### config.mk
export PLATFORM = sky130hd
export DESIGN_NAME = ps2_key_decoder
export DESIGN_NICKNAME = d
export VERILOG_FILES = /design/src/rtl/ps2_key_decoder.sv
export SDC_FILE = /design/constraint.sdc
export NUM_CORES = 1
export LEC_CHECK = 0
export CORE_MARGIN = 2
export CORE_UTILIZATION = 40
export DETAILED_ROUTE_END_ITERATION = 8
export HOLD_SLACK_MARGIN = 0.06
export PLACE_DENSITY = 0.6
export SETUP_SLACK_MARGIN = 0.02
export SYNTH_ARGS = -nofsm -noshare
export SYNTH_HDL_FRONTEND = slang
export SYNTH_SLANG_ARGS = --single-unit
### constraint.sdc
create_clock -name clk -period 2.9 [get_ports clk]
set_clock_uncertainty 0.15 [all_clocks]
set_input_delay 0.29 -clock clk [delete_from_list [all_inputs] [get_ports clk]]
set_output_delay 0.29 -clock clk [all_outputs]
set_load 0.05 [all_outputs]
### src/rtl/ps2_key_decoder.sv
// PS/2 keyboard receiver: input synchronizers, clock glitch filter, frame FSM
// with parity/stop/timeout checks, and make/break decoding of Space, Left and Right.
module ps2_key_decoder #(
   parameter int FILTER_LEN     = 8,
   parameter int TIMEOUT_CYCLES = 100_000
) (
   input  logic       clk,
   input  logic       rst,
   input  logic       ps2_clk,
   input  logic       ps2_data,
   output logic       key_space,
   output logic       key_left,
   output logic       key_right,
   output logic [7:0] scan_code,
   output logic       scan_valid,
   output logic       frame_err
);

   localparam int FW = $clog2(FILTER_LEN + 1);
   localparam int TW = $clog2(TIMEOUT_CYCLES + 1);
   localparam logic [FW-1:0] FILT_LAST = FW'(FILTER_LEN - 1);
   localparam logic [FW-1:0] FILT_ONE  = FW'(1);
   localparam logic [TW-1:0] TO_LAST   = TW'(TIMEOUT_CYCLES - 1);
   localparam logic [TW-1:0] TO_MAX    = TW'(TIMEOUT_CYCLES);
   localparam logic [TW-1:0] TO_ONE    = TW'(1);

   localparam logic [1:0] S_IDLE   = 2'd0;
   localparam logic [1:0] S_DATA   = 2'd1;
   localparam logic [1:0] S_PARITY = 2'd2;
   localparam logic [1:0] S_STOP   = 2'd3;

   logic          clk_s1_q, clk_s1_d, clk_s2_q, clk_s2_d;
   logic          dat_s1_q, dat_s1_d, dat_s2_q, dat_s2_d;
   logic          fclk_q, fclk_d;
   logic [FW-1:0] filt_cnt_q, filt_cnt_d;
   logic [TW-1:0] to_cnt_q, to_cnt_d;
   logic [1:0]    state_q, state_d;
   logic [2:0]    bit_cnt_q, bit_cnt_d;
   logic [7:0]    shift_q, shift_d;
   logic          parity_q, parity_d;
   logic          ext_q, ext_d, brk_q, brk_d;
   logic          key_space_q, key_space_d;
   logic          key_left_q, key_left_d;
   logic          key_right_q, key_right_d;
   logic [7:0]    scan_code_q, scan_code_d;
   logic          scan_valid_q, scan_valid_d;
   logic          frame_err_q, frame_err_d;
   logic          fedge, timeout, accept, reject;

   always_comb begin
      clk_s1_d     = ps2_clk;
      clk_s2_d     = clk_s1_q;
      dat_s1_d     = ps2_data;
      dat_s2_d     = dat_s1_q;
      fclk_d       = fclk_q;
      filt_cnt_d   = '0;
      to_cnt_d     = to_cnt_q;
      state_d      = state_q;
      bit_cnt_d    = bit_cnt_q;
      shift_d      = shift_q;
      parity_d     = parity_q;
      ext_d        = ext_q;
      brk_d        = brk_q;
      key_space_d  = key_space_q;
      key_left_d   = key_left_q;
      key_right_d  = key_right_q;
      scan_code_d  = scan_code_q;
      scan_valid_d = 1'b0;
      frame_err_d  = 1'b0;
      fedge        = 1'b0;
      accept       = 1'b0;
      reject       = 1'b0;

      // fclk follows the synchronized clock only after FILTER_LEN differing cycles in a row
      if (clk_s2_q != fclk_q) begin
         if (filt_cnt_q == FILT_LAST) begin
            fclk_d = clk_s2_q;
            fedge  = fclk_q;
         end else begin
            filt_cnt_d = filt_cnt_q + FILT_ONE;
         end
      end

      if (state_q == S_IDLE || fedge) begin
         to_cnt_d = '0;
      end else if (to_cnt_q != TO_MAX) begin
         to_cnt_d = to_cnt_q + TO_ONE;
      end
      timeout = (state_q != S_IDLE) && !fedge && (to_cnt_q == TO_LAST);

      case (state_q)
         S_IDLE: begin
            if (fedge && !dat_s2_q) begin
               state_d   = S_DATA;
               bit_cnt_d = '0;
            end
         end
         S_DATA: begin
            if (fedge) begin
               shift_d   = {dat_s2_q, shift_q[7:1]};
               bit_cnt_d = bit_cnt_q + 3'd1;
               if (bit_cnt_q == 3'd7) state_d = S_PARITY;
            end
         end
         S_PARITY: begin
            if (fedge) begin
               parity_d = dat_s2_q;
               state_d  = S_STOP;
            end
         end
         S_STOP: begin
            if (fedge) begin
               state_d = S_IDLE;
               if (dat_s2_q && (^{shift_q, parity_q})) accept = 1'b1;
               else                                     reject = 1'b1;
            end
         end
         default: state_d = S_IDLE;
      endcase

      if (timeout) begin
         state_d = S_IDLE;
         reject  = 1'b1;
      end

      if (accept) begin
         scan_code_d  = shift_q;
         scan_valid_d = 1'b1;
         if (shift_q == 8'hF0) begin
            brk_d = 1'b1;
         end else if (shift_q == 8'hE0) begin
            ext_d = 1'b1;
         end else begin
            if (ext_q && shift_q == 8'h6B)  key_left_d  = !brk_q;
            if (ext_q && shift_q == 8'h74)  key_right_d = !brk_q;
            if (!ext_q && shift_q == 8'h29) key_space_d = !brk_q;
            ext_d = 1'b0;
            brk_d = 1'b0;
         end
      end

      // a dropped frame may have been the second half of a prefix sequence
      if (reject) begin
         frame_err_d = 1'b1;
         ext_d       = 1'b0;
         brk_d       = 1'b0;
      end
   end

   always_ff @(posedge clk) begin
      if (rst) begin
         clk_s1_q     <= 1'b1;
         clk_s2_q     <= 1'b1;
         dat_s1_q     <= 1'b1;
         dat_s2_q     <= 1'b1;
         fclk_q       <= 1'b1;
         filt_cnt_q   <= '0;
         to_cnt_q     <= '0;
         state_q      <= S_IDLE;
         bit_cnt_q    <= '0;
         shift_q      <= '0;
         parity_q     <= 1'b0;
         ext_q        <= 1'b0;
         brk_q        <= 1'b0;
         key_space_q  <= 1'b0;
         key_left_q   <= 1'b0;
         key_right_q  <= 1'b0;
         scan_code_q  <= '0;
         scan_valid_q <= 1'b0;
         frame_err_q  <= 1'b0;
      end else begin
         clk_s1_q     <= clk_s1_d;
         clk_s2_q     <= clk_s2_d;
         dat_s1_q     <= dat_s1_d;
         dat_s2_q     <= dat_s2_d;
         fclk_q       <= fclk_d;
         filt_cnt_q   <= filt_cnt_d;
         to_cnt_q     <= to_cnt_d;
         state_q      <= state_d;
         bit_cnt_q    <= bit_cnt_d;
         shift_q      <= shift_d;
         parity_q     <= parity_d;
         ext_q        <= ext_d;
         brk_q        <= brk_d;
         key_space_q  <= key_space_d;
         key_left_q   <= key_left_d;
         key_right_q  <= key_right_d;
         scan_code_q  <= scan_code_d;
         scan_valid_q <= scan_valid_d;
         frame_err_q  <= frame_err_d;
      end
   end

   assign key_space  = key_space_q;
   assign key_left   = key_left_q;
   assign key_right  = key_right_q;
   assign scan_code  = scan_code_q;
   assign scan_valid = scan_valid_q;
   assign frame_err  = frame_err_q;

endmodule

* Yosys cells after proc, flatten, opt, wreduce, memory -nomap -nowiden
Cells that the tools add are included.
** Word-level totals
- Flip-flop bits (word level) :: 55
- Logic and storage cells :: 97
- Output and inout port bits :: 13
- Input port bits :: 4
** Cells by class
- Add/sub/neg operators :: 3
- Multiplexer cells :: 23
- Eq/ne operators :: 19
- Bitwise gates (word level) :: 3
- Reductions and logical operators :: 30
** Operator list (number)
- adder 17 x 1 -> 17 bit, second input constant :: 1
- == test 17 bit, second input constant :: 1
- inequality test 17 bit, second input constant :: 1
- == test 8 x 7 -> 1 bit, second input constant :: 2
- == test 8 bit, second input constant :: 2
- 2-to-1 mux 1 bit :: 14
- AND reduction 4 bit :: 3
- 2-to-1 mux 2 bit :: 5
- inequality test 2 bit, second input constant :: 5
- AND reduction 2 bit :: 5
- parity 9 bit :: 1
- == test 8 x 6 -> 1 bit, second input constant :: 1
- one-hot mux 2 bit (4 select lines) :: 1
- logical AND 1 bit :: 7
- 2-to-1 mux 3 bit :: 2
- one-hot mux 3 bit (2 select lines) :: 1
- OR reduction 2 bit :: 3
- AND reduction 5 bit :: 1
- adder 4 x 1 -> 4 bit, second input constant :: 1
- == test 2 bit, second input constant :: 2
- == test 4 x 3 -> 1 bit, second input constant :: 1
- zero test 1 bit :: 4
- nonzero test 2 bit :: 2
- adder 3 x 1 -> 3 bit, second input constant :: 1
- other kinds (9) :: 11

* Longest topological paths before layout
Gate-level depths: netlist of run 1.
- Depth after elaboration :: 8
- Gate-level depth with buffers :: 7
- Depth with buffers taken out :: 7

* Worst setup path after synthesis of run 1
Ideal clock, no wire load.
- Path kind :: register to register
- Start point :: register filt_cnt_q[0]
- End point :: register scan_code_q[0] (netlist: scan_code[0])
- Arrival :: 1.863 ns
- Library setup time :: 0.128 ns
- Period minus slack after synthesis :: 2.140 ns
- Setup slack :: 0.760 ns
- Path buffers :: 1
- Cell stages (with the launch flop) :: 8
- Required time :: 2.622 ns
- Cell sequence :: dfxtp_1 > ha_1 > nand3b_1 > or4_4 > mux2i_4 > buf_6 > mux2i_1 > nor2_1
** On the way
- Word-level cells in the longest chain between the ends :: 5
** RTL lines
- from (decl) :: line 35 : logic [FW-1:0] filt_cnt_q, filt_cnt_d;
- from (signal assigned) :: line 177 : filt_cnt_q <= filt_cnt_d;
- == test 4 x 3 -> 1 bit :: line 76 : if (filt_cnt_q == FILT_LAST) begin
- 2-to-1 mux 1 bit :: line 76
- 2-to-1 mux 1 bit :: line 75 : if (clk_s2_q != fclk_q) begin
- 2-to-1 mux 1 bit :: line 112 : if (fedge) begin
- 2-to-1 mux 1 bit :: line 91 : case (state_q)
- to (signal assigned) :: line 188 : scan_code_q <= scan_code_d;
- to (decl) :: line 45 : logic [7:0] scan_code_q, scan_code_d;
Every way passes these cells.
A chain may end at the register's enable or synchronous reset.

* Final worst setup path of run 1
- Start point :: register shift_q[7]
- End point :: register key_right_q (netlist: key_right)
** On the way
- Word-level cells in the longest chain between the ends :: 6
- Elaborated cells between the ends (all ways) :: 12
- Those cells by class :: eq/ne: 3; mux: 3; bitwise: 2; reduce/logical: 4
** RTL lines
- from (decl) :: line 39 : logic [7:0] shift_q, shift_d;
- from (signal assigned) :: line 181 : shift_q <= shift_d;
- parity 9 bit :: line 114 : if (dat_s2_q && (^{shift_q, parity_q})) accept = 1'b1;
- logical AND 1 bit :: line 114
- 2-to-1 mux 1 bit :: line 114
- 2-to-1 mux 1 bit :: line 112
- 2-to-1 mux 1 bit :: line 91
- AND reduction 4 bit (no source line) (*)
- to (signal assigned) :: line 187 : key_right_q <= key_right_d;
- to (decl) :: line 44 : logic key_right_q, key_right_d;
Mark *: on every way between the ends. The rest lies on a longest branch, timed or not.

==> impl_metrics.toml, run 1 <==
[routing]
viasPerCell = 5.025
drt_iter0_markers = 99
routed_wl_um = 4401
ant_nets = 0
drc = 0
vias = 1799
first_pass_iters = 4
routedWlPerCell_um = 12.29

[cells_and_area]
syn_to_final_growth_pct = 13.26
fillCellCount = 578
antennaDiodeCount = 0
drive_above_1_share = 0.06714
fin_nets = 296

[placed_design]
dp.final_hpwl_um = 3193
gp_congestion = 0.7477
portBuffers = 16

[floorplan]
die_w_um = 83.35
fp.dieArea_mm2 = 0.006947
io_pins = 17
start_util = 0.4204
core-area_mm2 = 0.005991
rows = 28
die_h_um = 83.35

[timing]
rsz0062_at_grt = "no"
min_period_ps = 2418
hold_violations = 0
setup_viol = 0
fin_crit_sh = 0.8337
slew_headroom = 0.6187
max_freq_ghz = 0.4136
slew_viol_final = 0
tns_ps = 0
worst_pin_slew_ps = 560.0

[worst_setup_path]
endpoint_kind = "flop"
cp_max_fo = 13
critPathKind = "reg -> reg"
cp-startpoint = "shift_q[7]"
critPathLaunchType = "flop"
worstRegToRegCells = 5
r2r_slack_ps = 480
setup.worst_path.end = "key_right"
rr_endpoint = "key_right"
worst_ep_required_time_ps = 2960
r2r-start = "shift_q[7]"
crit_arrival_ps = 2480

[synth]
synth_top_family_by_area = "simple AND/OR/NAND/NOR gates"
synth_compound_area_frac = 0.04223
synth_area_per_cell_um2 = 9.433
yosys.area_share.simple = 0.2479
netlist_top_cells_area = "dfxtp_1 44%, mux2i_1 9.1%, nor2_1 6.7%"
syn_nets = 280
synth_seq_cells = 55
yosysUniqueCellTypes = 43
synthMuxAreaShare = 0.1003
synth_cells = 267
synth_xor_area_frac = 0.09190
synthArstFlopShare = 0
yosysTopAreaCell = "dfxtp_1"
netlist_area_mm2 = 0.002519
synth_edf_count = 0
synth_top_cell_area_share = 0.4372
synth_fa_ha_area_frac = 0.04471
yosysSeqAreaShare = 0.4372
ys_warn_count = 0
synth-main-ff-cell = "dfxtp_1"

[cts]
postCtsSetupRepairBufs = 0
cts_resized = 0
cts.hold.buffers_added = 0
tritoncts = "yes"
clkSinkCount = 55
cts_root_buffer = "clkbuf_8"
path_clk_slew_ps = 100
numCtsBuffers = 5
htree_levels = 2
clk_latency_ps = 300
cts.path.max_buffers = 2

[grt]
grt_pass1_vias = 1675
grt_use_met1 = 0.1956
overflow = 0
busiest_layer = "met2"
gr-usage-met3 = 0.02982
antenna_found_initial = 0
grt_max_degree = 31
grt_pass1_wl_um = 7755
grt_util_met2 = 0.1965
grt.total_usage = 0.1339

[run_status]
status = "finished, final reports clean"

[hold_path]
hold_path_class = "reg -> reg"

[pwr]
leakagePower_nw = 1.097
p_total_mw = 1.374
ir_worst_vdd_uv = 258.9
powerDensity_mw_per_mm2 = 481.7

[flow_run]
drv_cap = 0
-- layer usage --
layer  wire length, um  share of wire  vias to the layer above
met5                 0              0                        -
met4                61          0.014                        0
met3               159          0.036                        6
met2              1828           0.42                       24
met1              2352           0.53                      824
li1                  -              -                      945
-- cell type report --
type	instances	area, um^2	share of cell area
multi-input cells	191	1328	0.4653
inverters	11	41.29	0.01447
clock buffers	5	68.82	0.02412
well taps	75	93.84	0.03289
clock inverters	2	37.54	0.01316
flip-flops and latches	55	1101	0.3860
repair buffers	19	182.7	0.06403
-- synth_stat cells (2+ instances only) --
| cell type | number |
|---|---|
| buf_2 | 3 |
| dfxtp_1 | 55 |
| and4_1 | 2 |
| or2_2 | 4 |
| inv_1 | 11 |
| ha_1 | 9 |
| xor2_1 | 14 |
| and2_1 | 3 |
| nor2_1 | 45 |
| nand3_1 | 11 |
| a21oi_1 | 7 |
| and3b_1 | 2 |
| nand2_1 | 11 |
| xnor2_1 | 7 |
| and3_1 | 6 |
| or3_1 | 2 |
| nor3_1 | 4 |
| nand2b_1 | 6 |
| a211oi_1 | 2 |
| clkbuf_1 | 6 |
| nor4_1 | 5 |
| nor2b_1 | 2 |
| nand4b_1 | 2 |
| mux2i_1 | 23 |
| nand4_1 | 6 |
| nand3b_1 | 2 |
-- stage by stage --
| step | util | setup slack (ps) | hold WS [ps] | cells | instance area [um^2] |
|---|---|---|---|---|---|
| 3_5_place_dp | 0.4584 | 479.2 | 242.8 | 351 | 2746 |
| 3_3_place_gp | 0.4584 | 543.5 | 240.7 | 351 | 2746 |
| 6_report | 0.4762 | 482.2 | 265.7 | 358 | 2853 |
| 2_1_floorplan | - | 759.9 | 239.5 | 267 | 2519 |
| 4_1_cts | 0.4762 | 461.8 | 266.0 | 358 | 2853 |
| 5_1_grt | 0.4762 | 365.8 | 280.8 | 358 | 2853 |
-- how the worst min path moves through the flow --
stage	cells past startpoint	from	endpoint
floorplan	1	clk_s1_q	clk_s2_q
CTS	1	dat_s1_q	dat_s2_q
global placement	1	dat_s1_q	dat_s2_q
detailed placement	1	dat_s1_q	dat_s2_q
finish	1	dat_s1_q	dat_s2_q
global route	1	clk_s1_q	clk_s2_q
-- cells by family after synthesis --
family / after synthesis
multiplexers: 24
XOR/XNOR: 23
buffers and inverters: 21
flip-flops: 55
AO/OA/AOI/OAI: 16
AND/OR/NAND/NOR: 119
adder cells (fa/ha/maj): 9
-- placed cells by master, fill, tap and decap left out, drive strengths merged, types with 2 or more instances in the layout --
cell,n
nand4,6
or3,2
a211oi,2
and2,3
a21oi,7
nor3,4
nand2b,6
xor2,14
nand3,11
or2,4
nor2b,2
and4,2
and3,6
dfxtp,55
and3b,2
xnor2,7
ha,9
buf,3
nor2,45
mux2i,24
nand3b,2
nand4b,2
clkdlybuf4s50,16
inv,11
nor4,5
clkbuf,5
nand2,11
-- flip-flops by register name (all words and copies together) (netlist names) --
| signal | cells |
|---|---|
| key_left | 1 |
| key_right | 1 |
| scan_code | 8 |
| fclk_q | 1 |
| key_space | 1 |
| filt_cnt_q | 4 |
| ext_q | 1 |
| clk_s2_q | 1 |
| frame_err | 1 |
| clk_s1_q | 1 |
| dat_s2_q | 1 |
| scan_valid | 1 |
| parity_q | 1 |
| to_cnt_q | 17 |
| brk_q | 1 |
| bit_cnt_q | 3 |
| state_q | 2 |
| shift_q | 8 |
| dat_s1_q | 1 |
-- worst max-delay path, cell delays in order (launching register included) --
cell     delay, ps
dfxtp_1        450
xor3_2         440
or4_4          450
mux2i_4        480
a21oi_1        130
a41o_1         220
-- report_power, final --
| group | switching (mW) | total [mW] | internal [mW] |
|---|---|---|---|
| clock | 0.241 | 0.494 | 0.253 |
| sequential | 0.0106 | 0.777 | 0.766 |
| combinational | 0.0627 | 0.104 | 0.0412 |
| total | 0.314 | 1.37 | 1.06 |
No activity file was read; power rests on OpenSTA's default activity.
==> run 2, diff against run 1 <==
==> constraint.sdc (replaced) <==
create_clock -name clk -period 2.36 [get_ports clk]
set_clock_uncertainty 0.15 [all_clocks]
set_input_delay 0.236 -clock clk [delete_from_list [all_inputs] [get_ports clk]]
set_output_delay 0.236 -clock clk [all_outputs]
set_load 0.05 [all_outputs]
==> impl_metrics.toml, run 2 (same netlist as run 1, synthesis figures left out) <==
[run_status]
status = "finished, final reports clean"

[routing]
routed_wl_um = 4603
drt_iter0_markers = 90
viasPerCell = 5.093
first_pass_iters = 4
ant_nets = 0
vias = 1854
routedWlPerCell_um = 12.65
drc = 0

[flow_run]
drv_cap = 0

[timing]
slew_viol_final = 0
tns_ps = 0
fin_crit_sh = 0.9010
setup_viol = 0
worst_pin_slew_ps = 683.1
hold_violations = 0
rsz0062_at_grt = "no"
min_period_ps = 2126
slew_headroom = 0.5404
max_freq_ghz = 0.4703

[floorplan]
io_pins = 17
start_util = 0.4204
core-area_mm2 = 0.005991
die_w_um = 83.35
rows = 28
fp.dieArea_mm2 = 0.006947
die_h_um = 83.35

[worst_setup_path]
timing.critical_path.slowest_cell_delay_ps = 460
rr_endpoint = "key_right"
critPathLaunchType = "flop"
r2r_slack_ps = 230
worstRegToRegCells = 6
crit_slowest_cell = "dfxtp_1"
crit_chain = "xor3_2 > or4_4 > mux2i_4 > buf_12 > a21oi_1 > a41o_1"
r2r-start = "shift_q[7]"
cp_max_fo = 13
endpoint_kind = "flop"
worst_ep_required_time_ps = 2430
crit_arrival_ps = 2190
critPathKind = "reg -> reg"

[cells_and_area]
drive_above_1_share = 0.08304
syn_to_final_growth_pct = 16.29
final_cell_mix = "55 x dfxtp_1, 45 x nor2_1, 23 x mux2i_1"
final_common_cell = "dfxtp_1"
final_area_mm2 = 0.002929
largest_register_ffs = 17
antennaDiodeCount = 0
fin_nets = 301
regMostFlops = "to_cnt_q"
fillCellCount = 562

[cts]
clkSinkCount = 55
postCtsSetupRepairBufs = 0
numCtsBuffers = 5
cts.path.max_buffers = 2
path_clk_slew_ps = 100
cts_resized = 0
cts_root_buffer = "clkbuf_8"
cts.hold.buffers_added = 0
tritoncts = "yes"
clk_latency_ps = 310
htree_levels = 2

[grt]
overflow = 0
grt_pass1_vias = 1687
antenna_found_initial = 0
grt.total_usage = 0.1387
grt_max_degree = 30
grt_pass1_wl_um = 7935

[pwr]
powerDensity_mw_per_mm2 = 620.3
leakagePower_nw = 1.140
ir_worst_vdd_uv = 346.2

[placed_design]
placed_cell_area_mm2 = 0.002796
portBuffers = 16
gp_congestion = 0.7679
dp.final_hpwl_um = 3231

[hold_path]
min-delay-start = "clk_s1_q"
hold_end = "clk_s2_q"
hold_depth = 1
hold_path_class = "reg -> reg"
[run 2: changes by cell type in the layout (fill, tap and decap cells not counted), sizes merged]
cell,previous run,this run
buf,3,8
bufinv,1,2
clkbuf,5,6
clkinvlp,1,0
[run 2: layer usage]
layer,GRT usage,up-vias,share of wire,wire (um)
met2,0.2089,27,0.43,1966
li1,-,954,-,-
met1,0.1938,866,0.52,2410
met3,0.02982,7,0.033,154
met4,0.05365,0,0.015,70
met5,0,-,0,0
[run 2: worst max-delay path by stage]
stage,startpoint,end
after global routing,filt_cnt_q[0],shift_q[0]
final,shift_q[7],key_right
after detailed placement,shift_q[7],scan_code[3]
after floorplan,filt_cnt_q[0],scan_code[0]
after CTS,shift_q[7],key_right
after global placement,shift_q[7],key_right
[run 2: through the flow]
step | power (mW) | cells | utilization | hold WS (ps) | setup WS, ps
2_1_floorplan | 1.076 | 267 | - | 189.8 | 219.9
3_3_place_gp | 1.111 | 356 | 0.4668 | 243.0 | 250.6
3_5_place_dp | 1.112 | 356 | 0.4668 | 243.2 | 241.1
4_1_cts | 1.841 | 364 | 0.4889 | 265.9 | 228.8
5_1_grt | 1.887 | 364 | 0.4889 | 291.3 | 98.52
6_report | 1.817 | 364 | 0.4889 | 265.1 | 233.5
[run 2: final cells by class]
cell class                 instances  area (um^2)  share of cell area
clock buffer                       6        72.57             0.02478
timing repair buffer              24        232.7             0.07945
inverter                          11        41.29             0.01410
multi-input combinational        191         1328              0.4532
tap                               75        93.84             0.03204
clock inverter                     2        60.06             0.02050
sequential                        55         1101              0.3759
[run 2: where the power goes]
part / total [mW] / leakage, nW / switching, mW / internal [mW]
clock: 0.728 / 0.0654 / 0.304 / 0.424
sequential: 0.953 / 0.444 / 0.0118 / 0.942
combinational: 0.135 / 0.631 / 0.0795 / 0.0555
[run 2: critical path, delay by kind of cell, from the launching register on]
kind            cells  cell delay [ps]
flops               1              460
simple gates        1              440
buf+inv             1              170
mux                 1              180
compound gates      2              270
xor+xnor            1              380
